### config.mk
export PLATFORM = sky130hd
export DESIGN_NAME = instr_fetch
export DESIGN_NICKNAME = d
export VERILOG_FILES = /design/src/rtl/instr_fetch.sv
export SDC_FILE = /design/constraint.sdc
export NUM_CORES = 1
export LEC_CHECK = 0
export CAP_MARGIN = 20
export CORE_MARGIN = 2
export CORE_UTILIZATION = 48
export DETAILED_ROUTE_END_ITERATION = 6
export PLACE_DENSITY = 0.79
export SLEW_MARGIN = 40
export SYNTH_ARGS = -nofsm -noshare
export SYNTH_HDL_FRONTEND = slang
export SYNTH_SLANG_ARGS = --single-unit
### constraint.sdc
create_clock -name clk -period 10.8 [get_ports clk]
set_input_delay 3.24 -clock clk [delete_from_list [all_inputs] [get_ports clk]]
set_output_delay 3.24 -clock clk [all_outputs]
set_load 0.005 [all_outputs]
### src/rtl/instr_fetch.sv
// RV32I instruction-fetch stage: PC, single-outstanding imem request/grant/response handshake,
// 2-entry instruction FIFO toward decode, and branch/JAL/JALR redirect handling.
`timescale 1ns/1ps

module instr_fetch #(
  parameter logic [31:0] RESET_PC = 32'h0000_0000,
  parameter logic [31:0] NOP      = 32'h0000_0013
) (
  input  logic        clk,
  input  logic        rst_n,
  // instruction memory
  output logic        imem_req,
  output logic [31:0] imem_addr,
  input  logic        imem_gnt,
  input  logic        imem_rvalid,
  input  logic [31:0] imem_rdata,
  // execute-stage redirect
  input  logic        ex_valid,
  input  logic        ex_branch,
  input  logic        ex_jump,
  input  logic        ex_br_taken,
  input  logic        ex_pc_sel,
  input  logic [31:0] ex_pc,
  input  logic [31:0] ex_imm,
  input  logic [31:0] ex_alu_r,
  // decode side
  output logic        if_valid,
  output logic [31:0] if_instr,
  output logic [31:0] if_pc,
  output logic [31:0] if_pc4,
  input  logic        id_ready,
  output logic        fetch_err
);

  typedef enum logic [2:0] {
    S_RESET,
    S_REQ,
    S_WAIT,
    S_IDLE,
    S_DRAIN,
    S_HALT
  } state_t;

  typedef struct packed {
    logic [31:0] instr;
    logic [31:0] pc;
  } entry_t;

  state_t      state, state_nxt;
  logic [31:0] fetch_pc;
  logic [31:0] pend_pc;

  entry_t      fifo_mem [2];
  logic        wr_ptr, rd_ptr;
  logic [1:0]  fifo_count;
  logic [1:0]  cnt_after;
  entry_t      head;

  logic        redir;
  logic        take_redir;
  logic [31:0] target;
  logic        misalign;
  logic        granted;
  logic        push;
  logic        pop;

  // Redirect decode and target; JALR clears bit 0 of the ALU sum.
  assign redir      = ex_valid & ((ex_branch & ex_br_taken) | ex_jump);
  assign target     = ex_pc_sel ? (ex_alu_r & ~32'h1) : (ex_pc + ex_imm);
  assign misalign   = |target[1:0];
  assign take_redir = redir & (state != S_HALT);

  assign granted    = (state == S_REQ) & imem_gnt;
  assign push       = (state == S_WAIT) & imem_rvalid & ~take_redir;
  assign pop        = (fifo_count != 2'd0) & id_ready;
  assign cnt_after  = fifo_count + {1'b0, push} - {1'b0, pop};

  // ---------------------------------------------------------------------------
  // FSM: state register
  // ---------------------------------------------------------------------------
  // NOTE: sequential state uses non-blocking (<=) so every flop samples pre-edge values.
  always_ff @(posedge clk) begin
    if (!rst_n) state <= S_RESET;
    else        state <= state_nxt;
  end

  // ---------------------------------------------------------------------------
  // FSM: next-state logic
  // ---------------------------------------------------------------------------
  // NOTE: default assignment first so no path leaves state_nxt unassigned (no latch).
  always_comb begin
    state_nxt = state;
    unique case (state)
      S_RESET: state_nxt = S_REQ;
      S_REQ:   if (imem_gnt) state_nxt = S_WAIT;
      S_WAIT:  if (imem_rvalid) state_nxt = (cnt_after < 2'd2) ? S_REQ : S_IDLE;
      S_IDLE:  if (cnt_after < 2'd2) state_nxt = S_REQ;
      S_DRAIN: if (imem_rvalid) state_nxt = S_REQ;
      S_HALT:  state_nxt = S_HALT;
      default: state_nxt = S_RESET;
    endcase

    // A request granted this cycle, or one still in flight, leaves a stale response to drop.
    if (take_redir) begin
      if (misalign)
        state_nxt = S_HALT;
      else if (((state == S_WAIT || state == S_DRAIN) && !imem_rvalid) ||
               (state == S_REQ && imem_gnt))
        state_nxt = S_DRAIN;
      else
        state_nxt = S_REQ;
    end
  end

  // ---------------------------------------------------------------------------
  // FSM: outputs (decoded from the state register only)
  // ---------------------------------------------------------------------------
  always_comb begin
    imem_req  = (state == S_REQ);
    fetch_err = (state == S_HALT);
  end

  assign imem_addr = fetch_pc;

  // ---------------------------------------------------------------------------
  // Fetch PC and the PC of the request in flight
  // ---------------------------------------------------------------------------
  always_ff @(posedge clk) begin
    if (!rst_n) begin
      fetch_pc <= RESET_PC;
      pend_pc  <= RESET_PC;
    end else begin
      if (granted)
        pend_pc <= fetch_pc;
      // A misaligned target halts fetch; keep imem_addr word-aligned.
      if (take_redir && !misalign)
        fetch_pc <= target;
      else if (granted)
        fetch_pc <= fetch_pc + 32'd4;
    end
  end

  // ---------------------------------------------------------------------------
  // 2-entry instruction FIFO
  // ---------------------------------------------------------------------------
  // NOTE: the two entries are reset because the head drives if_pc/if_pc4 even when empty.
  always_ff @(posedge clk) begin
    if (!rst_n) begin
      wr_ptr     <= 1'b0;
      rd_ptr     <= 1'b0;
      fifo_count <= 2'd0;
      for (int i = 0; i < 2; i++)
        fifo_mem[i] <= '{instr: NOP, pc: RESET_PC};
    end else if (take_redir) begin
      wr_ptr     <= 1'b0;
      rd_ptr     <= 1'b0;
      fifo_count <= 2'd0;
    end else begin
      if (push) begin
        fifo_mem[wr_ptr] <= '{instr: imem_rdata, pc: pend_pc};
        wr_ptr           <= ~wr_ptr;
      end
      if (pop)
        rd_ptr <= ~rd_ptr;
      fifo_count <= cnt_after;
    end
  end

  assign head     = fifo_mem[rd_ptr];
  assign if_valid = (fifo_count != 2'd0);
  assign if_instr = if_valid ? head.instr : NOP;
  assign if_pc    = head.pc;
  assign if_pc4   = head.pc + 32'd4;

  // ---------------------------------------------------------------------------
  // Structural invariants
  // ---------------------------------------------------------------------------
  a_no_push_full: assert property (@(posedge clk) disable iff (!rst_n)
    !(push && fifo_count == 2'd2));

  a_count_range: assert property (@(posedge clk) disable iff (!rst_n)
    fifo_count <= 2'd2);

  a_addr_aligned: assert property (@(posedge clk) disable iff (!rst_n)
    imem_addr[1:0] == 2'b00);

  a_addr_hold: assert property (@(posedge clk) disable iff (!rst_n)
    (state == S_REQ && !imem_gnt && !take_redir) |=> $stable(imem_addr));

endmodule

---- Word-level counts from Yosys, hierarchy flattened ----
Memories as Yosys holds them, arrays and structs flattened. A register that Yosys moved wholly into a read port is not among the register bits.
Index checks and enable logic that the tools add are counted.
word-level totals
  flip-flop bits (word level) ............. 71
  latch bits .............................. 0
  bits in writable memories ............... 128
  memory bits (read-only) ................. 0
  output and inout port bits .............. 131
  word-level logic and storage cells ...... 72
  memories kept ........................... 1
cells by class
  $add $sub $neg .......................... 5
  multiply operators ...................... 0
  div/mod/pow operators ................... 0
  magnitude comparators ................... 1
  equal/unequal tests ..................... 10
  shifts and indexed selects .............. 0
  mux-type cells .......................... 23
  bitwise gates (word level) .............. 12
  reduce and logical (&&, ||, !) cells .... 14
memory list
  memory    depth  bits a word  rd ports  clocked after memory_dff  write ports  line  RTL
  fifo_mem  2      64           1         1                         2            53    entry_t fifo_mem [2];
operators with widths
  kind                   number
  $mux 32                4
  $add 32x3->32 const B  2
  $mux 64                1
  $reduce_or 64->1       1
  $add 32x32->32         1
  $mux 3                 7
  $pmux 3 s6             1
  $ne 3x3->1 const B     4
  $mux 1                 9
  $and 1x1->1            7
  $eq 3x2->1 const B     2
  $eq 3x3->1 const B     2
  $not 1->1              4
  $reduce_and 4->1       1
  $reduce_bool 2->1      2
  $reduce_or 2->1        2
  $eq 3x1->1 const B     1
  $logic_and 1x1->1      3
  $logic_not 3->1        1
  $ne 3x1->1 const B     1
  $add 2x1->2            1
  $logic_not 1->1        2
  $logic_or 1x1->1       2
  $lt 2x2->1 const B     1
  3 further kinds        3

---- Depth between registers and ports, before layout ----
Gate-level depths: netlist of the first run.
  depth after elaboration ................. 13
  mapped depth ............................ 15

---- Least setup slack after synthesis of the first run ----
No wires, ideal clock.
  kind .................................... input to register
  start ................................... input port imem_rvalid
  end ..................................... memory fifo_mem[0][0] in the netlist's numbering, enable pin
  setup time .............................. 0.574 ns
  data arrival time ....................... 8.186 ns
  slack ................................... 2.039 ns
  stages on the path ...................... 4
  cell sequence ........................... nand2_1 -> nor3_1 -> nand2_1 -> o21ai_0
RTL lines
  what         line  RTL
  from (decl)  15    input logic imem_rvalid,
  to (decl)    53

==> run_results.csv, run 1 <==
group,metric,value,unit
cells_and_area,antennaDiodeCount,0,
power,leakagePower,0.00549,uW
floorplan,core,23300,um2
cells_and_area,drive_gt1_frac,0.0627,
grt,grt_max_degree,65,
floorplan,chipHeight,158,um
grt,grt_pass1_wl,45100,um
timing,min_period,7750,ps
cts,hold_buffers,0,
timing,slew_viol_final,0,
cts,post_cts_buffers,0,
synthesis,synthArstFlopShare,0,
drt,ant_nets,0,
cells_and_area,synthToLayoutAreaGrowth,31.3,%
power,p_per_area,122,nW/um2
cells_and_area,regArea,5290,um2
synthesis,ys_ff_latch,200,
setup_path,cp-start-kind,"register",
synthesis,synth-seq-area-share,0.467,
place,dp_hpwl,20800,um
drt,drcViolationCount,0,
cts,root_buffer,"clkbuf_16",
grt,grt-ovfl-total,0,
synthesis,netlist_area,11300,um2
synthesis,yosysWarnings,0,
grt,grt_use_total,0.229,
cts,cts_buffers,17,
drt,vias,9083,
cts,cts_tree,"yes",
drt,wirelength,28400,um
timing,fin_ws,3050,ps
cells_and_area,fin_nets,1564,
floorplan,die_w,158,um
floorplan,num_rows,56,
drt,routed_via_density,5.27,
cts,cts_max_level,4,
timing,finalHoldViolCount,0,
place,post-place-ws,3460,ps
setup_path,r2r_slack,8160,ps
drt,wire_per_inst,16.5,um
timing,skew,11.8,ps
synthesis,synth_nets,1325,
setup_path,r2r_start,"state[1]$_SDFFE_PN0P_",
cts,clkSinkCount,200,
hold_path,min_from,"pend_pc[11]$_SDFFE_PN0P_",
setup_path,rr_worst_depth,9,
power,ir_drop,95.2,uV
grt,antenna_found_initial,0,
synthesis,syn_area_per_cell,9.83,um2
cells_and_area,postLayoutCoreUtil,0.637,
hold_path,worstHoldPathCells,2,
place,gp_congestion,0.893,
synthesis,synth_edf_count,128,
cells_and_area,n_fill_cell,1928,
setup_path,cp.arrival,4510,ps
job,max-cap-violations,0,
drt,drtIter0Drc,490,
floorplan,start_util,0.485,
floorplan,io_pins,269,
cts,clk-insertion-delay-late,420,ps
place,portBuffers,267,
timing,setup_tns,0,ps
synthesis,syn_inst,1151,
cts,post_cts_resized,0,
status,run_status,"finished clean",
timing,rsz0062_at_grt,"false",
timing,tightest_slew,648,ps
timing,setup_viol,0,
grt,grt_pass1_vias,8963,
cts,clockBufferDepth,2,
timing,fmax,0.129,GHz
timing,period_share,0.717,
setup_path,crit_type,"register to primary output",
synthesis,synth_cell_type_count,70,
setup_path,critPathMaxFanout,50,
drt,dr.pass1.iters,5,
timing,max_slew_margin,0.568,
cells_and_area,multi_input_area,5690,um2
setup_path,worstPathRequired,7560,ps
hold_path,hp-class,"register to register",
timing,whs,465,ps
setup_path,worstSetupEndpointType,"primary output",
cts,clk_pin_slew_worst_paths,70,ps
synthesis,synth-main-ff-cell,"edfxtp_1",
floorplan,die_area,24800,um2
critical path, cell delays in order, from the launching register on:
cell and delay (ps):
dfxtp_4 700, buf_4 620, mux2i_1 310, inv_1 140, ha_1 220, and3_1 230
and4b_1 310, and3_1 270, nand4_1 260, nor3_1 320, xnor2_1 150, clkdlybuf4s50_1 510
metal layers:
metal	wire length [um]	part of all wire	GRT usage
met2	13300	0.47	0.387
met1	12500	0.44	0.291
met5	0	0	0
met4	484	0.017	0.0675
met3	2080	0.073	0.0567
per-stage QoR:
stage               cells  power [uW]  area, um2
floorplan            1151        1030      11300
global placement     1690        1160      14200
detailed placement   1690        1170      14200
CTS                  1722        1820      14900
global route         1722        1880      14900
finish               1722        1810      14900
layout make-up:
| class | instances | area share |
|---|---|---|
| clock inverters | 12 | 0.0108 |
| multi-input cells | 867 | 0.383 |
| well taps | 319 | 0.0269 |
| clock buffers | 20 | 0.0307 |
| inverters | 24 | 0.00606 |
| flip-flops and latches | 200 | 0.356 |
| repair buffers | 280 | 0.187 |
logic make-up after synthesis:
logic type | share of synthesized area
simple gates | 0.214
compound gates | 0.123
flops | 0.467
buf+inv | 0.0335
xor+xnor | 0.0641
mux | 0.0574
fa+ha+maj | 0.0405
layout by cell type, fill, tap and decap left out, types with 4 or more instances in the layout:
cell type,Yosys,routed
a311oi_1,4,4
nor2_1,88,87
xor2_1,30,30
and2b_2,4,4
a21o_1,27,27
mux2i_1,48,48
and3_1,15,15
edfxtp_1,128,128
nor2b_1,7,7
a211oi_1,17,17
buf_4,2,11
clkdlybuf4s50_1,0,267
nor3_2,2,4
dfxtp_1,72,71
o21ai_0,32,30
clkbuf_16,0,17
mux2_2,15,15
nand3_1,24,24
o211ai_1,8,8
nand2b_1,9,9
ha_1,35,35
a21oi_1,86,86
and2_1,129,129
nor3_1,19,17
inv_1,24,24
nand4_1,13,13
inv_6,0,4
or3_1,4,4
a31oi_1,6,6
nand2_1,131,131
nor4_1,4,4
xnor2_1,51,51
cell usage after synthesis, types with 4 or more instances:
cell,number,share of area
and2b_2,4,0.0031
a311oi_1,4,0.0031
xor2_1,30,0.023
and3_1,15,0.0083
nand4_1,13,0.0072
nor4_1,4,0.0022
a211oi_1,17,0.011
o211ai_1,8,0.0053
clkbuf_1,44,0.015
nor3_1,19,0.0084
nor2_1,88,0.029
a21o_1,27,0.018
a21oi_1,86,0.038
dfxtp_1,72,0.13
or3_1,4,0.0022
nand3_1,24,0.011
o21ai_0,32,0.014
nand2b_1,9,0.0050
ha_1,35,0.039
xnor2_1,51,0.039
buf_2,6,0.0027
and2_1,129,0.071
mux2_2,15,0.015
inv_1,24,0.0080
a31oi_1,6,0.0033
mux2i_1,48,0.042
edfxtp_1,128,0.34
nand2_1,131,0.043
nor2b_1,7,0.0039
registers in the layout (all words and copies together), names as in the netlist, named ones only:
signal and cells:
fifo_count 2, pend_pc 32, rd_ptr 1, imem_addr 32, fifo_mem 128, wr_ptr 1, state 3
where the power goes:
part           internal, uW  switching (uW)  leakage, uW
clock network           380             278     0.000298
logic                   149             141      0.00331
registers               838            22.5      0.00189
total                  1370             442      0.00549
final timing paths:
check | end
setup / recovery | if_pc4[28]
hold reg to reg | pend_pc[11]$_SDFFE_PN0P_
hold / removal | pend_pc[11]$_SDFFE_PN0P_
setup reg to reg | imem_addr[26]$_SDFFE_PN0P_
No activity file was read; power rests on OpenSTA's default activity.
==> run 2: changes to the inputs <==
Clock period 10.8 ns to 7.3 ns, I/O delays scaled along.
==> run_results.csv, run 2 (synthesis gave the netlist of run 1 again) <==
group,metric,value,unit
setup_path,r2r_slack,4550,ps
grt,grt_max_degree,65,
cts,hold_buffers,0,
cts,clkSinkCount,200,
floorplan,core,23300,um2
timing,finalHoldViolCount,0,
drt,wire_per_inst,16.5,um
grt,grt_pass1_wl,45100,um
timing,skew,9.58,ps
setup_path,crit_family,"simple AND/OR/NAND/NOR gates",
drt,wirelength,28500,um
setup_path,r2r_start,"state[1]$_SDFFE_PN0P_",
cells_and_area,n_fill_cell,1945,
setup_path,rr_worst_depth,5,
drt,drtIter0Drc,592,
timing,tightest_slew,740,ps
grt,grt_pass1_vias,8819,
job,max-cap-violations,0,
cells_and_area,instances_no_fill,1722,
power,fin_total_pwr,2600,uW
grt,antenna_found_initial,0,
cts,cts_max_level,4,
cells_and_area,regArea,5290,um2
setup_path,path_cells,"buf_4, nand3_1, a221oi_4, nand2_4, nor2_4, nand3_4, or3_4, nor2_2, nand3_1, xnor2_1, clkdlybuf4s50_1",
hold_path,min_from,"pend_pc[11]$_SDFFE_PN0P_",
timing,fmax,0.157,GHz
cells_and_area,antennaDiodeCount,0,
cells_and_area,final_cell_mix,"clkdlybuf4s50_1 (267), nand2_1 (131), and2_1 (129), edfxtp_1 (128), nor2_1 (87)",
floorplan,num_rows,56,
timing,fin_ws,911,ps
timing,max_slew_margin,0.507,
setup_path,critPathMaxFanout,52,
cells_and_area,final_common_cell,"clkdlybuf4s50_1",
hold_path,hp-class,"register to register",
power,ir_drop,165,uV
cells_and_area,top_register,"fifo_mem",
cells_and_area,largest_reg_flops,128,
floorplan,start_util,0.485,
drt,drcViolationCount,0,
place,dp_hpwl,20900,um
setup_path,worst_path_max_delay_cell,"dfxtp_4",
floorplan,die_w,158,um
setup_path,cp_num_buf_inv,2,
timing,slew_viol_final,0,
setup_path,cpPeakStageDelay,820,ps
cts,cts_tree,"yes",
floorplan,die_area,24800,um2
cells_and_area,postLayoutCoreUtil,0.634,
cells_and_area,multi_input_area,5690,um2
cts,cts_buffers,17,
place,dp.cells,1690,
timing,period_share,0.875,
timing,setup_viol,0,
timing,min_period,6390,ps
cells_and_area,drive_gt1_frac,0.0634,
place,post-place-ws,1310,ps
power,leakagePower,0.00547,uW
floorplan,io_pins,269,
cells_and_area,fin_nets,1564,
cells_and_area,synthToLayoutAreaGrowth,30.8,%
grt,grt-ovfl-total,0,
power,p_per_area,176,nW/um2
setup_path,crit_top_cell,"nand3_1",
setup_path,cp-start-kind,"register",
setup_path,worstSetupEndpointType,"primary output",
floorplan,chipHeight,158,um
drt,ant_nets,0,
drt,dr.pass1.iters,6,
place,portBuffers,267,
hold_path,worstHoldPathCells,2,
cts,post_cts_resized,0,
setup_path,worstPathRequired,5110,ps
status,run_status,"finished clean",
grt,grt_use_total,0.229,
timing,rsz0062_at_grt,"false",
cts,root_buffer,"clkbuf_16",
setup_path,crit_type,"register to primary output",
setup_path,cp.depth,11,
cts,post_cts_buffers,0,
place,gp_congestion,0.901,
drt,vias,9126,
cts,clk_pin_slew_worst_paths,80,ps
cts,clk-insertion-delay-late,430,ps
cts,clockBufferDepth,2,
setup_path,cp.arrival,4200,ps
drt,routed_via_density,5.30,
-- run 2: cell types whose count changed in the layout (fill, tap and decap cells not counted) --
cell        before  now
buf_4           11   12
buf_6            2    1
bufinv_16        3    0
clkbuf_1         1    0
clkbuf_8         2    0
clkinv_2         1    2
clkinv_4         1    4
clkinvlp_4       2    1
inv_4            1    0
inv_6            4    3
inv_8            0    5
-- run 2: metal layers --
layer	track usage	wire length, um
met1	0.300	12700
met2	0.384	13300
met3	0.0507	2100
met4	0.0623	434
met5	0	0
-- run 2: layout make-up --
type	count	share of cell area
tap	319	0.0270
clock inverter	15	0.00913
timing repair buffer	280	0.187
inverter	24	0.00609
clock buffer	17	0.0287
sequential	200	0.357
multi-input combinational	867	0.384
-- run 2: worst paths after layout --
check / to
setup / recovery: if_pc4[31]
hold / removal: pend_pc[11]$_SDFFE_PN0P_
setup reg to reg: fifo_mem[1][30]$_SDFFCE_PN0P_
hold reg to reg: pend_pc[11]$_SDFFE_PN0P_
-- run 2: tightest hold or removal path: cells and delay by family, from the launching register on --
family             cells  cell delay [ps]
and+or+nand+nor        1               50
DFF                    1              310
AOI/OAI and AO/OA      1               50
-- run 2: through the flow --
stage	setup TNS (ps)	hold slack (ps)	area, um2
floorplan	-52580	440	11300
global placement	0	448	14200
detailed placement	0	452	14200
CTS	0	461	14800
global route	0	488	14800
finish	0	459	14800
-- run 2: power by group --
group          switching (uW)  internal, uW  total [uW]
combinational             210           221         431
clock                     441           452         893
sequential               33.9          1240        1270
